[config.mk]
export PLATFORM = sky130hd
export DESIGN_NAME = cs_carry_resolve
export DESIGN_NICKNAME = d
export VERILOG_FILES = /design/src/rtl/cs_carry_resolve.sv
export SDC_FILE = /design/constraint.sdc
export NUM_CORES = 1
export LEC_CHECK = 0
export ABC_CLOCK_PERIOD_IN_PS = 4050
export BUFFER_PORTS_ARGS = -buffer_cell sky130_fd_sc_hd__buf_4
export CORE_ASPECT_RATIO = 0.75
export CORE_MARGIN = 4
export CORE_UTILIZATION = 55
export CTS_CLUSTER_DIAMETER = 150
export DETAILED_ROUTE_END_ITERATION = 6
export PLACE_DENSITY = 0.84
export REMOVE_ABC_BUFFERS = 1
export SLEW_MARGIN = 20
export SYNTH_ARGS = -nofsm -noshare
export SYNTH_HDL_FRONTEND = slang
export SYNTH_SLANG_ARGS = --single-unit
[constraint.sdc]
create_clock -name clk -period 4.05 [get_ports clk]
set_input_delay 0.81 -clock clk [delete_from_list [all_inputs] [get_ports clk]]
set_output_delay 0.81 -clock clk [all_outputs]
set_load 0.01 [all_outputs]
[src/rtl/cs_carry_resolve.sv]
// Multi-cycle carry-propagate resolver: turns a carry-save (sum, carry) pair into
// a binary result, one SEG-bit segment per cycle, LSB first, with a registered inter-segment carry.
module cs_carry_resolve #(
  parameter int WIDTH = 48,
  parameter int SEG   = 16
) (
  input  logic             clk,
  input  logic             rst_n,
  input  logic             in_valid,
  output logic             in_ready,
  input  logic [WIDTH-1:0] in_sum,
  input  logic [WIDTH-1:0] in_carry,
  input  logic             in_cin,
  output logic             out_valid,
  input  logic             out_ready,
  output logic [WIDTH-1:0] out_result,
  output logic             out_cout,
  output logic             out_zero
);

  localparam int NSEG = WIDTH / SEG;
  localparam int KW   = (NSEG > 1) ? $clog2(NSEG) : 1;

  typedef enum logic [1:0] {IDLE, ADD, DONE} state_t;

  state_t           state_reg;
  logic [WIDTH-1:0] sum_reg;
  logic [WIDTH-1:0] carry_reg;
  logic [KW-1:0]    k_reg;
  logic             run_carry_reg;
  logic             cout_reg;
  logic             zero_reg;
  logic             in_ready_reg;
  logic             out_valid_reg;

  logic [SEG-1:0] sum_seg   [NSEG];
  logic [SEG-1:0] carry_seg [NSEG];
  logic [SEG-1:0] seg_s;
  logic [SEG-1:0] seg_c;
  logic [SEG-1:0] g_bit;
  logic [SEG-1:0] p_bit;
  logic [SEG-1:0] grp_g;
  logic [SEG-1:0] grp_p;
  logic [SEG:0]   carry_chain;
  logic [SEG-1:0] seg_res;
  logic           seg_cout;
  logic           seg_zero;

  generate
    for (genvar gi = 0; gi < NSEG; gi++) begin : g_opseg
      assign sum_seg[gi]   = sum_reg[gi*SEG +: SEG];
      assign carry_seg[gi] = carry_reg[gi*SEG +: SEG];
    end
  endgenerate

  assign seg_s = sum_seg[k_reg];
  assign seg_c = carry_seg[k_reg];

  generate
    for (genvar gi = 0; gi < SEG; gi++) begin : g_gp
      assign g_bit[gi] = seg_s[gi] & seg_c[gi];
      assign p_bit[gi] = seg_s[gi] ^ seg_c[gi];
    end
  endgenerate

  // Kogge-Stone prefix over the segment; the running carry is folded into bit 0's
  // generate, so grp_g[i] ends up as the carry out of bit i.
  always_comb begin
    grp_g    = g_bit;
    grp_p    = p_bit;
    grp_g[0] = g_bit[0] | (p_bit[0] & run_carry_reg);
    for (int d = 1; d < SEG; d = d * 2) begin
      for (int i = SEG - 1; i >= d; i--) begin
        grp_g[i] = grp_g[i] | (grp_p[i] & grp_g[i-d]);
        grp_p[i] = grp_p[i] & grp_p[i-d];
      end
    end
  end

  assign carry_chain = {grp_g, run_carry_reg};
  assign seg_res     = p_bit ^ carry_chain[SEG-1:0];
  assign seg_cout    = carry_chain[SEG];
  assign seg_zero    = ~|seg_res;

  always_ff @(posedge clk or negedge rst_n) begin
    if (!rst_n) begin
      state_reg     <= IDLE;
      sum_reg       <= '0;
      carry_reg     <= '0;
      k_reg         <= '0;
      run_carry_reg <= 1'b0;
      cout_reg      <= 1'b0;
      zero_reg      <= 1'b0;
      in_ready_reg  <= 1'b1;
      out_valid_reg <= 1'b0;
    end else begin
      case (state_reg)
        IDLE: begin
          if (in_valid) begin
            sum_reg       <= in_sum;
            carry_reg     <= in_carry;
            run_carry_reg <= in_cin;
            k_reg         <= '0;
            cout_reg      <= 1'b0;
            zero_reg      <= 1'b1;
            in_ready_reg  <= 1'b0;
            state_reg     <= ADD;
          end
        end
        ADD: begin
          run_carry_reg <= seg_cout;
          zero_reg      <= zero_reg & seg_zero;
          if (k_reg == KW'(NSEG - 1)) begin
            k_reg         <= '0;
            cout_reg      <= seg_cout;
            out_valid_reg <= 1'b1;
            state_reg     <= DONE;
          end else begin
            k_reg <= k_reg + 1'b1;
          end
        end
        DONE: begin
          if (out_ready) begin
            out_valid_reg <= 1'b0;
            in_ready_reg  <= 1'b1;
            state_reg     <= IDLE;
          end
        end
        default: state_reg <= IDLE;
      endcase
    end
  end

  // Each result segment has its own register, written only in the ADD cycle that resolves it.
  generate
    for (genvar gi = 0; gi < NSEG; gi++) begin : g_resseg
      logic [SEG-1:0] seg_reg;
      always_ff @(posedge clk or negedge rst_n) begin
        if (!rst_n)
          seg_reg <= '0;
        else if (state_reg == ADD && k_reg == KW'(gi))
          seg_reg <= seg_res;
      end
      assign out_result[gi*SEG +: SEG] = seg_reg;
    end
  endgenerate

  assign in_ready  = in_ready_reg;
  assign out_valid = out_valid_reg;
  assign out_cout  = cout_reg;
  assign out_zero  = zero_reg;

endmodule

==> summary.md, run 1 <==
| Metric | Value |
|---|---|
| Crit. Startpoint | k_reg[1] |
| Post-Synth Adder-Cell Area | 3.13% |
| Layout Cells excl Fill | 967 |
| Max Clock Skew | 0.0109 ns |
| Setup TNS | 0 ns |
| Largest family of logic cells by synthesized area | multiplexers |
| Mux cell area share after synthesis | 20.0% |
| Critical Path RT | 4.35 ns |
| CP Cell Sequence | buf_4 > mux2i_1 > nor2_1 > a21oi_1 > inv_1 > ha_1 > a211oi_2 > nor4_2 > nor2_1 > a21oi_1 > o31a_2 > xnor2_1 > o21ai_1 |
| Async SR Flop Fraction | 100% |
| DR vias/cell | 5.73 |
| Worst reg2reg path startpoint | k_reg[1] |
| R2r endpoint | g_resseg[0].seg_reg[15] |
| CP Depth | 13 |
| Rows | 36 |
| Clock root buffer | clkbuf_16 |
| Port Buffers | 152 |
| Num ports | 153 |
| Fin area | 0.00919 mm^2 |
| Minimum hold slack | 0.395 ns |
| Status | finished clean |
| Initial antenna violation count | 0 |
| Deepest clock path buffer count | 2 |
| Worst-path clk slew | 0.06 ns |
| Hold-fix buffers, CTS | 0 |
| Sequential area share after synthesis | 52.6% |
| Nets | 901 |
| WL/cell | 18.3 um |
| Placed Cells incl. Taps | 935 |
| Clk sinks | 153 |
| Cell Area, Placed | 0.00857 mm^2 |
| Worst Setup EP | g_resseg[0].seg_reg[15] |
| Max_slew headroom | 45.2% |
| Most common cell after layout, fill and taps aside | buf_4 |
| Initial Util | 56.1% |
| Crit Path Max Fanout | 21 |
| Fmax achieved | 292 MHz |
| Grt ovf | 0 |
| Yosys reg bits | 153 |
| YS warnings | 0 |
| Endpoints failing setup | 0 |
| Core box area | 0.0130 mm^2 |
| Total power | 9.93 mW |
| Routed wire length | 17700 um |
| Area delta synth->final | 26.2% |
| Remaining DRCs | 0 |
| Remaining antenna violation count | 0 |
| Vias in the first global route | 5487 |
| Crit. End Element | flip-flop |
| Postcts setup bufs | 0 |
| Critical path type | reg2reg |
| N_diodes | 0 |
| Fraction of layout cells with a size suffix above 1 | 38.9% |
| Iteration-0 DRC Markers | 393 |
| DR pass1 iterations | 5 |
| Critical Path Source Type | flip-flop |
| CTS H-tree depth | 4 |
| Critical Path AT | 3.73 ns |
| Total CTS buffers | 17 |
| Post-DP HPWL | 12700 um |
| Delay-heaviest family, CP | compound AO/OA/AOI/OAI gates |
| Most frequent cells in the layout | buf_4 (159), dfrtp_1 (151), mux2_2 (99) |
| Clock tree from TritonCTS | built |
| Largest net degree at the start of global routing | 81 |
| Tcrit/Tclk final | 84.7% |
| Post-Synth Simple-Gate Area | 8.70% |
| Unique masters post-synth | 60 |
| Worst r2r path cells | 13 |
| Die X | 141 um |
| Fin crit period | 3.43 ns |
| Unrepaired setup endpoints after global routing | no |
| Final Hold Fails | 0 |
| P_leak | 4.25 nW |
| WP buf/inv | 2 |
| Chip height | 108 um |
| Die area | 0.0152 mm^2 |
| Power Dens Cells | 1080 mW/mm^2 |
| Clk Latency, worst-skew pair | 0.43 ns |
| Via Count | 5540 |
| HP Class | in2async |
| MaxCap Viol Count | 0 |
| Syn Area/Cell | 11.4 um^2 |
| First-pass GRT wire length | 28400 um |
| Synth Cell Area | 0.00728 mm^2 |
| Slew @ Worst Pin | 0.822 ns |
| Flop2flop setup slack | 0.62 ns |
| Critical path's slowest cell | dfrtp_2 |
| GPL Wtd Cong | 0.949 |
| Post-synth EDFFs | 0 |
| Worst VDD drop | 0.000577 V |
| GRT Resource Usage Total | 23.8% |
| Post-synthesis xor/xnor area fraction | 0.963% |
| Synth Area in Compound Gates | 12.1% |
| Final Slew Violations | 0 |
| Top FF cell, synth | dfrtp_1 |
| Cells after Synth | 638 |
| Slowest stage delay, CP | 0.45 ns |
| CTS resizes | 0 |
## area by class of cell
cell class,count,area [um^2]
Clock buffer,18,439
Timing Repair Buffer,161,1220
Sequential cell,153,3830
Fill cell,927,3790
Tap cell,171,214
Inverter,8,30.0
Multi-Input combinational cell,442,3280
Clock inverter,14,171
## cells in the mapped netlist, drive strengths merged, types with 2 or more instances
cell / number / area share, %
a2111oi: 2 / 0.52
a211o: 2 / 0.24
a211oi: 4 / 0.48
a21o: 8 / 0.93
a21oi: 15 / 1.0
a221o: 2 / 0.29
a22oi: 2 / 0.28
and2: 3 / 0.29
and3: 3 / 0.26
buf: 8 / 0.70
clkbuf: 27 / 1.4
dfrtp: 152 / 52
fa: 2 / 0.55
ha: 15 / 2.6
inv: 8 / 0.41
mux2: 99 / 15
mux2i: 34 / 4.7
nand2: 94 / 4.8
nand2b: 3 / 0.26
nand3: 5 / 0.34
nand4: 2 / 0.17
nor2: 16 / 0.83
nor2b: 3 / 0.26
nor3: 4 / 0.28
nor4: 3 / 0.34
o2111a: 2 / 0.31
o21a: 3 / 0.31
o21ai: 87 / 6.0
o31a: 3 / 0.38
or2: 3 / 0.26
or3: 4 / 0.34
xor2: 7 / 0.84
## where the power goes
part,total (mW),internal (mW),switching [mW]
logic,5.53,2.40,3.12
registers,2.77,2.31,0.464
clock network,1.63,0.987,0.642
total,9.93,5.70,4.23
## cells by family (layout without fill, tap and decap cells)
family,Yosys count,after routing
compound gates,139,139
xor+xnor,8,8
fa+ha+maj,17,17
buf+inv,43,201
flops,153,153
mux,133,133
simple gates,145,145
## worst reg2reg max path, stage by stage, from the launching register on
cell and delay [ns]:
dfrtp_2 0.45, buf_4 0.38, mux2i_1 0.27, nor2_1 0.06
a21oi_1 0.21, inv_1 0.07, ha_1 0.30, a211oi_2 0.35
nor4_2 0.12, nor2_1 0.20, a21oi_1 0.13, o31a_2 0.40
xnor2_1 0.25, o21ai_1 0.11
## how the worst min path moves through the flow
stage,start,end,slack [ns],cells after the start
finish,rst_n,out_valid,0.39,1
global route,rst_n,state_reg[1],0.45,1
CTS,rst_n,out_valid,0.41,1
floorplan,state_reg[0],state_reg[0],0.44,1
detailed placement,g_resseg[0].seg_reg[12],g_resseg[0].seg_reg[12],0.47,2
global placement,state_reg[0],state_reg[0],0.46,1
## metrics by stage
step           util [%]  setup WS [ns]
3_5_place_dp       66.1          0.698
6_report           70.8          0.620
2_1_floorplan         -          -1.99
4_1_cts            70.8          0.619
3_3_place_gp       66.1          0.841
5_1_grt            70.8          0.431
## routing by layer
layer  vias up  part of all wire [%]  global-route usage (%)  wire length (um)
met2       215                    45                    35.7              7950
li1       2560                     -                       -                 -
met5         -                     0                       0                 0
met3        31                   7.6                    7.19              1350
met1      2734                    46                    34.5              8170
met4         0                   1.3                    5.46               227
Note: power is estimated with default switching activity, not from simulation.
==> run 2: changes to the inputs <==
--- a/config.mk
+++ b/config.mk
@@ -5,14 +5,14 @@
 export SDC_FILE = /design/constraint.sdc
 export NUM_CORES = 1
 export LEC_CHECK = 0
-export ABC_CLOCK_PERIOD_IN_PS = 4050
+export ABC_CLOCK_PERIOD_IN_PS = 3000
 export BUFFER_PORTS_ARGS = -buffer_cell sky130_fd_sc_hd__buf_4
 export CORE_ASPECT_RATIO = 0.75
 export CORE_MARGIN = 4
-export CORE_UTILIZATION = 55
+export CORE_UTILIZATION = 50
 export CTS_CLUSTER_DIAMETER = 150
 export DETAILED_ROUTE_END_ITERATION = 6
-export PLACE_DENSITY = 0.84
+export PLACE_DENSITY = 0.81
 export REMOVE_ABC_BUFFERS = 1
 export SLEW_MARGIN = 20
 export SYNTH_ARGS = -nofsm -noshare
==> constraint.sdc (replaced) <==
create_clock -name clk -period 3 [get_ports clk]
set_input_delay 0.6 -clock clk [delete_from_list [all_inputs] [get_ports clk]]
set_output_delay 0.6 -clock clk [all_outputs]
set_load 0.01 [all_outputs]
==> run 2 against run 1 <==
Against the previous run: the run now ends with negative setup slack left; global-route usage down 0.55 points; utilization up 0.056 points; critical path depth unchanged.
==> summary.md, run 2 (synthesis gave the netlist of run 1 again) <==
| Metric | Value |
|---|---|
| Status | finished, violations left |
| Failing checks | negative setup slack |
| Most common cell after layout, fill and taps aside | buf_4 |
| Worst-path clk slew | 0.07 ns (about the same) |
| Iteration-0 DRC Markers | 356 (-9.4%) |
| HP Class | in2async |
| Port Buffers | 152 (unchanged) |
| GPL Wtd Cong | 0.912 (-3.9%) |
| Fmax achieved | 317 MHz (+8.6%) |
| Clk sinks | 153 (unchanged) |
| R2r endpoint | out_zero |
| Remaining DRCs | 0 (unchanged) |
| Core box area | 0.0140 mm^2 (+7.8%) |
| Deepest clock path buffer count | 2 (unchanged) |
| Final Hold Fails | 0 (unchanged) |
| CP Cell Sequence | buf_12 > buf_12 > buf_6 > mux2i_1 > o21ai_1 > ha_1 > or2_1 > a21oi_1 > nand3b_1 > xor2_1 > o2111a_1 > nand4_1 > o31ai_2 |
| Die X | 147 um (+4.6%) |
| Grt peak-use layer | met2 |
| Remaining antenna violation count | 0 (unchanged) |
| Initial antenna violation count | 0 (unchanged) |
| Total CTS buffers | 17 (unchanged) |
| Clock tree from TritonCTS | built |
| Die area | 0.0166 mm^2 (+9.3%) |
| Tcrit/Tclk final | 105% (+21 points) |
| Num ports | 153 (unchanged) |
| Crit Path Max Fanout | 5 (-76%) |
| Endpoints failing setup | 9 (+9) |
| Critical Path Source Type | flip-flop |
| Largest net degree at the start of global routing | 67 (-17%) |
| Crit. End Element | flip-flop |
| Most used cell, CP | buf_12 |
| Grt ovf | 0 (unchanged) |
| Met3 Usage GRT | 7.18% (-0.010 points) |
| Critical path type | reg2reg |
| Flop2flop setup slack | -0.16 ns (-0.78 ns) |
| Rows | 37 (+2.8%) |
| Critical path's slowest cell | dfrtp_2 |
| MaxCap Viol Count | 0 (unchanged) |
| Clk Latency, worst-skew pair | 0.43 ns (about the same) |
| Via Count | 5847 (+5.5%) |
| PnR worst setup slack | -0.157 ns (-0.777 ns) |
| CTS H-tree depth | 4 (unchanged) |
| Max_slew headroom | 63.1% (+18 points) |
| Slowest stage delay, CP | 0.44 ns (about the same) |
| Area delta synth->final | 36.2% |
| N_diodes | 0 (unchanged) |
| M2 GR Usage | 36.9% (+1.2 points) |
| DR pass1 iterations | 5 (unchanged) |
| Post-DP HPWL | 13800 um (+8.5%) |
| WL/cell | 18.6 um (+1.7%) |
| Initial Util | 52.0% (-4.0 points) |
| Routed wire length | 19400 um (+9.8%) |
| Met1 usage | 31.3% (-3.2 points) |
| Final core utilization | 70.9% (about the same) |
| Nets | 954 (+5.9%) |
| Unrepaired setup endpoints after global routing | yes |
| Critical Path RT | 3.33 ns (-1.02 ns) |
| Clock root buffer | clkbuf_16 |
| Vias in the first global route | 6074 (+11%) |
| DR vias/cell | 5.60 (-2.2%) |
| Most frequent cells in the layout | buf_4 (204), dfrtp_1 (151), mux2_2 (99) |
| First-pass GRT wire length | 30700 um (+8.0%) |
| Fin crit period | 3.16 ns (-0.273 ns) |
| Final Slew Violations | 0 (unchanged) |
| Worst r2r path cells | 13 (unchanged) |
| GRT Resource Usage Total | 23.3% (-0.55 points) |
| Critical Path AT | 3.48 ns (-0.25 ns) |
| Chip height | 112 um (+4.5%) |
| Slew @ Worst Pin | 0.553 ns (-0.268 ns) |
| Max Clock Skew | 0.0104 ns (-0.000556 ns) |
| Worst reg2reg path startpoint | k_reg[1] |
| Fraction of layout cells with a size suffix above 1 | 47.9% (+9.0 points) |
==> run 2: changes by cell type in the layout (fill, tap and decap cells not counted), sizes merged <==
cell	previous run	this run
bufinv	3	1
inv	10	16
clkinvlp	3	1
clkinv	6	4
buf	161	214
==> run 2: worst max-delay path by stage <==
stage	startpoint	end	slack, ns	cells after the start
after floorplan	in_valid	run_carry_reg	-2.83	6
after global routing	k_reg[1]	out_zero	-0.26	13
after detailed placement	k_reg[1]	out_zero	-0.13	13
after CTS	k_reg[1]	g_resseg[2].seg_reg[14]	-0.01	12
after global placement	k_reg[1]	g_resseg[2].seg_reg[15]	0.03	13
final	k_reg[1]	out_zero	-0.16	13
==> run 2: timing repair <==
| action | 4_1_cts | 5_1_grt |
|---|---|---|
| cloned | 1 | 0 |
| buffers inserted | 11 | 5 |
| gates resized for setup | 29 | 53 |
| hold buffers | 0 | 0 |
| endpoints found under the setup margin | 14 | 24 |
| pin swaps | 9 | 20 |
==> run 2: stage by stage <==
stage	hold WS, ns	instances	setup slack [ns]	setup TNS [ns]	instance area [um^2]
finish	0.122	1044	-0.157	-0.392	9910
global route	0.156	1044	-0.261	-1.55	9910
CTS	0.142	1040	-0.0143	-0.0275	9730
detailed placement	0.471	996	-0.130	-0.963	8910
global placement	0.463	996	0.0256	0	8910
floorplan	0.304	603	-2.83	-298.22	7120
==> run 2: cell type report <==
| class | instances | area (um^2) |
|---|---|---|
| Fill cell | 979 | 4070 |
| Sequential cell | 153 | 3830 |
| Multi-Input combinational cell | 442 | 3510 |
| Timing Repair Buffer | 214 | 1700 |
| Clock buffer | 18 | 439 |
| Tap cell | 195 | 244 |
| Clock inverter | 14 | 150 |
| Inverter | 8 | 30.0 |
==> run 2: routing by layer <==
metal,wire length (um),vias to the layer above
met5,0,-
met4,266,0
met3,1490,28
met2,9170,247
met1,8500,2899
li1,-,2673
==> run 2: worst max-delay path: cells and delay by family (launching register included) <==
kind / cells / cell delay [ns]
AOI/OAI and AO/OA: 4 / 0.91
muxes: 1 / 0.17
adders and majority gates: 1 / 0.33
and+or+nand+nor: 3 / 0.53
DFF: 1 / 0.44
buffers and inverters: 3 / 0.42
xor gates and xnor gates: 1 / 0.25
Power of run 2 is not shown: default switching activity piles up to over one toggle a cycle in this logic, so the estimate is an artifact.
==> run 3: changes to the inputs <==
--- a/config.mk
+++ b/config.mk
@@ -5,14 +5,14 @@
 export SDC_FILE = /design/constraint.sdc
 export NUM_CORES = 1
 export LEC_CHECK = 0
-export ABC_CLOCK_PERIOD_IN_PS = 3000
+export ABC_CLOCK_PERIOD_IN_PS = 3650
 export BUFFER_PORTS_ARGS = -buffer_cell sky130_fd_sc_hd__buf_4
 export CORE_ASPECT_RATIO = 0.75
 export CORE_MARGIN = 4
-export CORE_UTILIZATION = 50
+export CORE_UTILIZATION = 55
 export CTS_CLUSTER_DIAMETER = 150
 export DETAILED_ROUTE_END_ITERATION = 6
-export PLACE_DENSITY = 0.81
+export PLACE_DENSITY = 0.84
 export REMOVE_ABC_BUFFERS = 1
 export SLEW_MARGIN = 20
 export SYNTH_ARGS = -nofsm -noshare
==> constraint.sdc (replaced) <==
create_clock -name clk -period 3.65 [get_ports clk]
set_input_delay 0.73 -clock clk [delete_from_list [all_inputs] [get_ports clk]]
set_output_delay 0.73 -clock clk [all_outputs]
set_load 0.01 [all_outputs]
==> run 3 against run 2 <==
Against the previous run: the flow now finishes without violations; die area is 8.5% lower; highest routed layer unchanged; sequential share of layout area is 3.0 points higher; fmax is 4.9% lower; utilization is 0.050 points higher; clock skew is 0.0017 ns lower; global-route usage is 0.84 points higher; cell count is 7.3% lower; first-iteration DRC count is 31% lower; worst setup slack better by 0.49 ns.
==> summary.md, run 3 (synthesis gave the netlist of run 1 again) <==
| Metric | Value |
|---|---|
| Worst VDD drop | 0.000673 V |
| Total CTS buffers | 17 (unchanged) |
| Final Slew Violations | 0 (unchanged) |
| Clk Latency, worst-skew pair | 0.42 ns (about the same) |
| Largest net degree at the start of global routing | 126 (+88%) |
| Critical path's slowest cell | dfrtp_2 |
| CTS resizes | 0 (-100%) |
| Deepest clock path buffer count | 2 (unchanged) |
| Worst r2r path cells | 13 (unchanged) |
| Worst reg2reg path startpoint | k_reg[1] |
| NetSw | 4.67 mW |
| Via Count | 5493 (-6.1%) |
| Crit Path Max Fanout | 22 (+17) |
| Initial Util | 56.1% (+4.0 points) |
| Crit. Startpoint | k_reg[1] |
| R2r endpoint | g_resseg[2].seg_reg[15] |
| WL/cell | 18.2 um (-2.0%) |
| Flop pwr share | 27.8% |
| Met2 WL post-DR | 8160 um (-11%) |
| Max Clock Skew | 0.00868 ns (-0.00170 ns) |
| GRT Resource Usage Total | 24.1% (+0.84 points) |
| MaxCap Viol Count | 0 (unchanged) |
| Fmax achieved | 301 MHz (-4.9%) |
| Slowest stage delay, CP | 0.45 ns (about the same) |
| Critical path type | reg2reg |
| Status | finished clean |
| HP Class | in2async |
| Area delta synth->final | 26.4% |
| Nets | 902 (-5.5%) |
| Initial antenna violation count | 0 (unchanged) |
| Die area | 0.0152 mm^2 (-8.5%) |
| Power Dens Cells | 1200 mW/mm^2 |
| Remaining DRCs | 0 (unchanged) |
| P_leak | 4.25 nW |
| Crit. End Element | flip-flop |
| Vias in the first global route | 5639 (-7.2%) |
| Final Hold Fails | 0 (unchanged) |
| Post-DP HPWL | 12800 um (-7.2%) |
| Core box area | 0.0130 mm^2 (-7.2%) |
| Die X | 141 um (-4.4%) |
| Worst-path clk slew | 0.06 ns (about the same) |
| Metal1 wirelength | 8010 um (-5.7%) |
| N_diodes | 0 (unchanged) |
| CP Cell Sequence | buf_12 > mux2i_1 > nor2_1 > a21oi_1 > inv_1 > ha_1 > a211oi_2 > nor4_2 > nor2_1 > a21oi_1 > o31a_2 > xnor2_1 > o21ai_1 |
| PnR worst setup slack | 0.328 ns (+0.486 ns) |
| GPL Wtd Cong | 0.881 (-3.4%) |
| Clock tree from TritonCTS | built |
| Rows | 36 (-2.7%) |
| Worst Setup EP | g_resseg[2].seg_reg[15] |
| Met3 WL post-DR | 1290 um (-13%) |
| Postcts setup bufs | 0 (-11) |
| DR vias/cell | 5.67 (+1.3%) |
| Critical Path Source Type | flip-flop |
| Post-place setup slack | 0.428 ns (+0.557 ns) |
| Sw frac | 42.3% |
| Fin crit period | 3.32 ns (+0.164 ns) |
| Combinational Power Share | 55.8% |
| Clock share of power | 16.3% |
| Hold-fix buffers, CTS | 0 (unchanged) |
| Clock root buffer | clkbuf_16 |
| Critical Path AT | 3.59 ns (+0.11 ns) |
| Tcrit/Tclk final | 91.0% (-14 points) |
| Slew @ Worst Pin | 1.03 ns (+0.474 ns) |
| Remaining antenna violation count | 0 (unchanged) |
| Port Buffers | 152 (unchanged) |
| CTS H-tree depth | 4 (unchanged) |
| Total power | 11.0 mW |
| Routed wire length | 17700 um (-9.1%) |
| First-pass GRT wire length | 28700 um (-6.3%) |
| Most frequent cells in the layout | buf_4 (160), dfrtp_1 (151), mux2_2 (99) |
| Grt ovf | 0 (unchanged) |
| Num ports | 153 (unchanged) |
| Chip height | 108 um (-4.3%) |
| Clk sinks | 153 (unchanged) |
| Endpoints failing setup | 0 (-9) |
| Most common cell after layout, fill and taps aside | buf_4 |
| Top layer used by detailed routing | met4 |
| DR pass1 iterations | 5 (unchanged) |
| Critical Path RT | 3.92 ns (+0.59 ns) |
| Unrepaired setup endpoints after global routing | no |
| Flop2flop setup slack | 0.33 ns (+0.49 ns) |
| Number of fill cells in the layout | 930 (-5.0%) |
| Int Pwr | 6.37 mW |
| Fraction of layout cells with a size suffix above 1 | 38.9% (-9.0 points) |
| Iteration-0 DRC Markers | 247 (-31%) |
| Max_slew headroom | 31.5% (-32 points) |
==> run 3: cell count changes in the layout (fill, tap and decap cells not counted), sizes merged <==
| cell | delta |
|---|---|
| bufinv | +2 |
| clkbuf | +4 |
| buf | -53 |
| clkinvlp | +3 |
| inv | -7 |
| clkinv | -1 |
==> run 3: power by group through the flow <==
| stage | clock network, mW | logic, mW | registers (mW) |
|---|---|---|---|
| 2_1_floorplan | 0 | 4.20 | 3.10 |
| 3_3_place_gp | 0 | 5.84 | 3.04 |
| 3_5_place_dp | 0 | 6.05 | 3.09 |
| 4_1_cts | 1.83 | 6.14 | 3.07 |
| 5_1_grt | 1.92 | 6.77 | 3.16 |
| 6_report | 1.80 | 6.16 | 3.07 |
==> run 3: routing by layer <==
layer,GRT usage [%],up-vias
met5,0,-
met4,5.12,0
met3,7.06,19
met2,38.0,201
met1,33.6,2716
li1,-,2557
==> run 3: critical path: cells and delay by family (launching register included) <==
| family | cells | cell delay, ns |
|---|---|---|
| AO/OA/AOI/OAI | 5 | 1.21 |
| flip-flops | 1 | 0.45 |
| adder cells (fa/ha/maj) | 1 | 0.34 |
| AND/OR/NAND/NOR | 3 | 0.34 |
| buffers and inverters | 2 | 0.33 |
| XOR/XNOR | 1 | 0.26 |
| multiplexers | 1 | 0.22 |
==> run 3: per-stage QoR <==
stage | setup TNS [ns] | hold WS (ns) | cell area (um^2) | util, % | cells
finish | 0 | 0.444 | 9200 | 70.9 | 968
global route | 0 | 0.512 | 9200 | 70.9 | 968
global placement | 0 | 0.460 | 8580 | 66.1 | 936
floorplan | -215.27 | 0.434 | 7120 | - | 603
CTS | 0 | 0.475 | 9200 | 70.9 | 968
detailed placement | 0 | 0.468 | 8580 | 66.1 | 936
==> run 3: how the worst min path moves through the flow <==
stage	slack, ns	to	depth (start not counted)	from
floorplan	0.43	carry_reg[0]	0	rst_n
global placement	0.46	state_reg[0]	1	state_reg[0]
global route	0.51	state_reg[0]	1	state_reg[0]
finish	0.44	out_valid	1	rst_n
CTS	0.48	state_reg[0]	1	state_reg[0]
detailed placement	0.47	state_reg[0]	1	state_reg[0]
==> run 3: area by class of cell <==
cell class,count,area (um^2),share of cell area (%)
Timing Repair Buffer,162,1230,13.4
Clock buffer,21,470,5.11
Multi-Input combinational cell,442,3280,35.6
Inverter,8,30.0,0.326
Tap cell,171,214,2.33
Clock inverter,11,144,1.56
Sequential cell,153,3830,41.6
